## config.mk

```make
export PLATFORM = sky130hd
export DESIGN_NAME = ov7670_axis_packer
export DESIGN_NICKNAME = d
export VERILOG_FILES = /design/src/rtl/ov7670_axis_packer.sv
export SDC_FILE = /design/constraint.sdc
export NUM_CORES = 1
export LEC_CHECK = 0
export CAP_MARGIN = 25
export CORE_MARGIN = 2
export CORE_UTILIZATION = 54
export DETAILED_ROUTE_END_ITERATION = 6
export PLACE_DENSITY = 0.76
export SLEW_MARGIN = 20
export SYNTH_ARGS = -nofsm -noshare
export SYNTH_HDL_FRONTEND = slang
export SYNTH_SLANG_ARGS = --single-unit
```

## constraint.sdc

```tcl
create_clock -name cam_PCLK -period 2.8 [get_ports cam_PCLK]
set_input_delay 0.56 -clock cam_PCLK [delete_from_list [all_inputs] [get_ports cam_PCLK]]
set_output_delay 0.56 -clock cam_PCLK [all_outputs]
set_load 0.01 [all_outputs]
```

## src/rtl/ov7670_axis_packer.sv

```systemverilog
// rtl/ov7670_axis_packer.sv - OV7670 pixel packer: FWFT FIFO to AXI4-Stream video with SOF/EOL and overflow resync (option: PACKER_RGB888_EN)
module ov7670_axis_packer #(
    parameter int WIDTH  = 640,
    parameter int HEIGHT = 480,
    parameter int DEPTH  = 16
) (
    input  logic                       cam_PCLK,
    input  logic                       rst,
    input  logic                       pix_valid,
    input  logic [15:0]                rgb565,
    input  logic [$clog2(WIDTH):0]     h_cnt,
    input  logic [$clog2(HEIGHT):0]    v_cnt,
    output logic                       m_axis_tvalid,
    input  logic                       m_axis_tready,
`ifdef PACKER_RGB888_EN
    output logic [23:0]                m_axis_tdata,
`else
    output logic [15:0]                m_axis_tdata,
`endif
    output logic                       m_axis_tuser,
    output logic                       m_axis_tlast,
    output logic                       ovf_pulse,
    output logic                       sync_lost
);

    localparam int AW = $clog2(DEPTH);
    localparam int CW = AW + 1;
    localparam int HW = $clog2(WIDTH) + 1;
    localparam logic [HW-1:0] H_LAST     = HW'(WIDTH - 1);
    localparam logic [CW-1:0] COUNT_FULL = CW'(DEPTH);

    typedef enum logic [1:0] {IDLE, STREAM, DROP} state_t;

    state_t          state_q, state_d;
    logic [AW-1:0]   wr_ptr, rd_ptr;
    logic [CW-1:0]   count_q, count_d;
    logic            full_q;
    logic            wr_en, rd_en, ovf_d;
    logic            sof, eol;
    logic [17:0]     mem [DEPTH];
    logic [17:0]     head;
    logic [15:0]     head_pix;

    // Frame markers are decoded once, at write time, and travel with the pixel.
    assign sof = (h_cnt == '0) && (v_cnt == '0);
    assign eol = (h_cnt == H_LAST);

    assign m_axis_tvalid = (count_q != '0);
    assign rd_en         = m_axis_tvalid && m_axis_tready;
    assign count_d       = count_q + CW'(wr_en) - CW'(rd_en);
    assign sync_lost     = (state_q != STREAM);

    // Sync FSM: decides whether the incoming pixel is written or discarded.
    always_comb begin
        state_d = state_q;
        wr_en   = 1'b0;
        ovf_d   = 1'b0;
        if (pix_valid) begin
            case (state_q)
                IDLE, DROP: begin
                    if (sof) begin
                        if (!full_q) begin
                            wr_en   = 1'b1;
                            state_d = STREAM;
                        end else begin
                            ovf_d = 1'b1;
                        end
                    end
                end
                STREAM: begin
                    if (!full_q) begin
                        wr_en = 1'b1;
                    end else begin
                        ovf_d   = 1'b1;
                        state_d = DROP;
                    end
                end
                default: state_d = IDLE;
            endcase
        end
    end

    // State, pointers, occupancy and the registered full / overflow flags.
    always_ff @(posedge cam_PCLK or posedge rst) begin
        if (rst) begin
            state_q   <= IDLE;
            wr_ptr    <= '0;
            rd_ptr    <= '0;
            count_q   <= '0;
            full_q    <= 1'b0;
            ovf_pulse <= 1'b0;
        end else begin
            state_q   <= state_d;
            count_q   <= count_d;
            full_q    <= (count_d == COUNT_FULL);
            ovf_pulse <= ovf_d;
            if (wr_en) wr_ptr <= wr_ptr + 1'b1;
            if (rd_en) rd_ptr <= rd_ptr + 1'b1;
        end
    end

    // FIFO storage; contents are only meaningful while count is non-zero.
    always_ff @(posedge cam_PCLK) begin
        if (wr_en) mem[wr_ptr] <= {sof, eol, rgb565};
    end

    // Head entry falls through combinationally; outputs forced low when empty.
    assign head         = mem[rd_ptr];
    assign head_pix     = m_axis_tvalid ? head[15:0] : 16'h0000;
    assign m_axis_tuser = m_axis_tvalid & head[17];
    assign m_axis_tlast = m_axis_tvalid & head[16];

`ifdef PACKER_RGB888_EN
    assign m_axis_tdata = {head_pix[15:11], head_pix[15:13],
                           head_pix[10:5],  head_pix[10:9],
                           head_pix[4:0],   head_pix[4:2]};
`else
    assign m_axis_tdata = head_pix;
`endif

endmodule
```

Word level (Yosys, flattened, before mapping)
Memories as Yosys holds them, arrays and structs flattened.
Cells that the tools add are included.
{ "word_totals": {"input_bits": 41, "latchBits": 0, "romBits": 0, "register_bits": 17, "out_inout_bits": 21, "mem_bits_rw": 288, "n_memories": 1} }
{ "op_classes": {"multipliers": 0, "eq_ne": 8, "bitwise": 2, "n_addsub": 4, "n_mux": 15, "reduce_logical": 8, "shifts": 0, "div": 0, "order_cmp": 0} }
{ "mem_list": {"columns": ["memory", "depth", "word_bits", "read_ports", "rd_ports_with_merged_regs", "write_ports", "line_no", "source"], "rows": [
  ["mem", 16, 18, 1, 0, 1, "40", "logic [17:0] mem [DEPTH];"]
]} }
{ "ops": {"columns": ["op", "count"], "rows": [
  ["$mux 16", 1],
  ["$eq 11x10->1 const B", 1],
  ["$logic_not 11->1", 1],
  ["$logic_not 10->1", 1],
  ["$add 4x1->4 const B", 2],
  ["$mux 1", 8],
  ["$mux 2", 3],
  ["$ne 2x2->1 const B", 3],
  ["$add 5x1->5", 1],
  ["$eq 5x5->1 const B", 1],
  ["$reduce_bool 5->1", 1],
  ["$sub 5x1->5", 1],
  ["$pmux 1 s2", 2],
  ["$pmux 2 s2", 1],
  ["$reduce_and 4->1", 1],
  ["$and 1x1->1", 2],
  ["$eq 2x1->1 const B", 1],
  ["$eq 2x2->1 const B", 1],
  ["$logic_and 1x1->1", 2],
  ["$logic_not 2->1", 1],
  ["$ne 2x1->1 const B", 1],
  ["$reduce_or 2->1", 1]
]} }

Depth between registers and ports, before layout
{ "depth": {"ltp_word": 8, "ltp_mapped": 14, "depth_no_buf": 13} }

Worst setup path after synthesis
No wires, ideal clock.
{ "synth_path": {"path_type": "in2reg", "startpoint": "in h_cnt[0]", "endpoint": "mem mem[3][0] (enable)", "path_stages": 5, "arrival_time_ns": 2.933, "setup_time_ns": 0.416, "setup_slack_ns": -0.549, "path_buffers": 0, "t_required_ns": 2.384, "cell_sequence": "nor4_1 nand4_1 o31ai_4 nand3_1 nor3_1"} }
{ "synth_between": {"elab_chain_cells": 7} }
{ "synth_lines": {"columns": ["element", "line_no", "source"], "rows": [
  ["start, declared", "11", "input logic [$clog2(WIDTH):0] h_cnt,"],
  ["$logic_not 11->1", "45", "assign sof = (h_cnt == '0) && (v_cnt == '0);"],
  ["$logic_and 1x1->1", "45", null],
  ["$mux 1", "61", "if (sof) begin"],
  ["$pmux 1 s2", "59", "case (state_q)"],
  ["$mux 1", "58", "if (pix_valid) begin"],
  ["$mux 1", "104", "if (wr_en) mem[wr_ptr] <= {sof, eol, rgb565};"],
  ["$mux 1 (implied by the code)", "104", null],
  ["end, declared", "40", null]
]} }
Every way passes these cells.

Worst setup path in the final report
{ "layout_path": {"startpoint": "reg count_q[3]", "endpoint": "out m_axis_tdata[8]"} }
{ "layout_between": {"elab_chain_cells": 2} }
{ "layout_lines": {"columns": ["element", "line_no", "source"], "rows": [
  ["start, declared", "36", "logic [CW-1:0] count_q, count_d;"],
  ["start signal, assigned", "94", "count_q <= count_d;"],
  ["$reduce_bool 5->1", "48", "assign m_axis_tvalid = (count_q != '0);"],
  ["$mux 16", "109", "assign head_pix = m_axis_tvalid ? head[15:0] : 16'h0000;"],
  ["end, declared", "18", "output logic [15:0] m_axis_tdata,"]
]} }
Every way passes these cells.

==> summary.txt <==
Status
  • Status: complete, but fails checks
  • Failing checks: setup timing

Clock network
  • Sink Count: between 300 and 400
  • Clock root buffer: clkbuf_16
  • CTS H-tree lvls: 1
  • Clock transition at path regs: around 70 ps
  • Num CTS Buffers: 29
  • Hold Buf Count CTS: 0
  • Skew-Pair Late Insertion Delay: ~540 ps
  • TritonCTS clock tree: yes
  • Clock Path Buffers: 3

Yosys
  • Synth Register Bits: a little over 300
  • Synth Area in Simple Gates: 2.33%
  • Post-Synth Adder-Cell Area: under 10%
  • Synth Area in Compound Gates: 1.53%
  • Syn avg cell area: around 22 um^2
  • Asr flop ratio synth: 5.57%
  • Synthesized area: 11900 um^2
  • Xor/xnor cell area share of the yosys netlist: less than 1%
  • Mux contribution to synthesized area: around 17%
  • Synth area leaders: edfxtp_1 (72%), mux4_2 (14%), dfrtp_1 (3.6%), mux2i_1 (3.0%), ha_1 (1.2%)
  • Largest area contributor in the synthesized netlist: edfxtp_1
  • Largest family of logic cells by synthesized area: multiplexers
  • Synth top area share: 72.5%
  • Mapped Nets: about 610
  • Seq/Total Area, Yosys: 76.0%
  • Post-Synthesis Cells: between 500 and 600
  • Post-synth top flop: edfxtp_1
  • Netlist cell types: 33
  • Post-synth EDFFs: approximately 290
  • Warning count from the yosys run: 0

Timing
  • Worst Hold Slack: approximately 460 ps
  • Setup WS post-layout: -190 ps
  • Rel. slew slack: around 54%
  • Worst-Margin Slew: between 600 and 700 ps
  • Final count of hold timing violations: 0
  • Max-slew violation count: 0
  • Ratio of final minimum period to clock period: 107%
  • Final Skew: between 9 and 10 ps
  • Min Tclk post-route: about 3000 ps
  • Fmax: about 330 MHz
  • # setup viols final: 19
  • RSZ-0062 raised after global routing: true

Critical path
  • Critical-path top delay cell: or4b_4
  • Maximum fanout along the worst path: 8
  • Top cell family by delay on the critical path: buffers and inverters
  • Worst reg2reg path depth: 13
  • Worst r2r src: count_q[3]$_DFF_PP0_
  • Crit path kind: register to output pin
  • Nature of the critical path startpoint: register
  • Crit path DAT: ~2400 ps
  • WP data required: 2240 ps
  • R2R Path End: full_q$_DFF_PP0_
  • Nature of the critical path endpoint: output pin
  • Max stage delay on crit path: around 500 ps
  • Worst path most repeated cell: buf_12
  • CP cell instances: inv_2 -> ha_4 -> or4b_4 -> buf_6 -> nand2b_4 -> buf_12 -> buf_12 -> o22ai_2 -> buf_2
  • Worst R2R Setup Slack: -180 ps
  • CP Buf/Inv Count: 5

Placed design
  • Number of buffers added on ports: 61
  • Placed Instances: around 930
  • Worst slack at placement: -707 ps
  • Detailed placement HPWL: around 15000 um
  • Gpl congestion: 0.797
  • Placed Area: between 10000 and 15000 um^2

Routing
  • DRC: 0
  • Avg WL per Cell: about 28 um
  • Pre-antenna DRT Iters: 5
  • Routed wire length: between 20000 and 30000 um
  • Via count: roughly 6400
  • Initial DRC Count: just under 600
  • Vias/cell: slightly above 6
  • Routed Antenna Nets: 0

Cells and area
  • P&R area growth vs syn: 29.4%
  • Layout Cells excl Fill: around 1000
  • Diodes inserted: 0
  • Multi-input gate area: around 3200 um^2
  • Fillers: 1234
  • Final Util: 71.0%
  • Register Area: about 9100 um^2
  • Final Cell Area: about 15000 um^2
  • Share of layout cells above drive strength 1: between 40% and 50%
  • NumNets Final: just under 800

GRT
  • Number of global-route vias before repair: 6653
  • Grt ovf: 0
  • Initial antenna violation count: 0
  • Largest net degree at the start of global routing: 30
  • Total global-route track usage: between 20% and 30%
  • First-pass GRT wire length: between 30000 and 40000 um

Floorplanning
  • Overall die height: approximately 150 um
  • Die area: between 20000 and 25000 um^2
  • Chip width: 153 um
  • Row cnt: between 50 and 60
  • Starting Density: between 50 and 60%
  • IO Pins: between 60 and 70
  • Core ar.: approximately 22000 um^2

Run
  • Number of max-cap violations: 0

Power
  • Lkg Pwr: about 0.0052 uW
  • Power Density: roughly 960 nW/um^2
  • VDD IR-drop max: 0.000619 V

Worst hold path
  • Hold WC Path Type: input pin to asynchronous set/reset pin
-- Yosys cell counts, drive strengths merged (2+ instances only) --
| master | instances |
|---|---|
| nor4 | 5 |
| ha | 11 |
| nand4 | 3 |
| a21oi | 2 |
| xor2 | 4 |
| inv | 8 |
| o21ai | 3 |
| nor2 | 15 |
| nor2b | 2 |
| o22ai | 18 |
| edfxtp | 288 |
| xnor2 | 6 |
| mux2 | 2 |
| clkbuf | 6 |
| mux4 | 72 |
| nand3 | 5 |
| nor3 | 6 |
| nand2b | 5 |
| dfrtp | 17 |
| buf | 21 |
| mux2i | 36 |
| nand2 | 9 |
-- layout by cell type (no fill, tap or decap), types with 10 or more instances in the layout --
| cell | Yosys | final |
|---|---|---|
| edfxtp_1 | 288 | 288 |
| mux4_2 | 72 | 72 |
| clkdlybuf4s50_1 | 0 | 29 |
| o22ai_4 | 0 | 10 |
| clkbuf_16 | 0 | 31 |
| buf_12 | 0 | 29 |
| mux2i_2 | 0 | 13 |
| mux2i_1 | 36 | 19 |
| buf_4 | 0 | 57 |
| dfrtp_1 | 17 | 14 |
| nor2_2 | 0 | 12 |
| buf_6 | 0 | 18 |
| dlymetal6s2s_1 | 0 | 12 |
-- timing repair --
item / CTS / global route
gates cloned: 0 / 2
endpoints found under the setup margin: 20 / 20
setup buffers: 19 / 17
pin swaps: 1 / 32
resized for setup: 104 / 80
-- worst max path at each step --
stage	from	to	slack (ps)	cells after the start
after floorplan	v_cnt[7]	full_q$_DFF_PP0_	-130	13
after global placement	v_cnt[7]	full_q$_DFF_PP0_	-530	14
after detailed placement	v_cnt[7]	full_q$_DFF_PP0_	-710	14
after CTS	count_q[2]$_DFF_PP0_	m_axis_tdata[15]	-140	9
after global routing	h_cnt[7]	full_q$_DFF_PP0_	-320	14
final	count_q[3]$_DFF_PP0_	m_axis_tdata[8]	-190	9
-- metal layers --
layer / global-route usage [%] / vias to the layer above / wire (um)
met1: 30.2 / 3337 / 10800
met3: 3.41 / 64 / 1990
met2: 38.7 / 326 / 14900
met5: 0 / - / 0
met4: 8.29 / 0 / 978
li1: - / 2624 / -
-- cell families (layout without fill, tap and decap cells) --
kind of cell	after synthesis	count (layout)
DFF	305	305
muxes	110	110
and+or+nand+nor	54	54
buffers and inverters	35	222
AOI/OAI and AO/OA	27	27
adders and majority gates	12	12
xor gates and xnor gates	10	10
-- layout make-up --
cell class | count | share of cell area [%]
Multi-Input combinational cell | 213 | 20.6
Clock inverter | 21 | 1.60
Tap cell | 280 | 2.27
Clock buffer | 31 | 4.75
Sequential cell | 305 | 58.8
Inverter | 8 | 0.194
Timing Repair Buffer | 162 | 11.9
-- power breakdown --
part	leakage (uW)	switching [uW]	internal [uW]
Sequential	0.00275	138	5070
Combinational	0.00199	2490	3040
Clock	0.000477	1670	2370
Total	0.00521	4300	10500
-- through the flow --
| step | TNS [ps] | power, uW |
|---|---|---|
| global placement | -33370 | 9170 |
| CTS | -2020 | 13600 |
| detailed placement | -51060 | 9290 |
| finish | -2880 | 14800 |
| floorplan | -131 | 7690 |
| global route | -4210 | 15300 |
-- state kept, by name (all words and copies together), names as in the netlist --
| register | count |
|---|---|
| state_q | 2 |
| rd_ptr | 4 |
| full_q | 1 |
| count_q | 5 |
| mem | 288 |
| wr_ptr | 4 |
| ovf_pulse | 1 |
No activity file was read; power rests on OpenSTA's default activity.
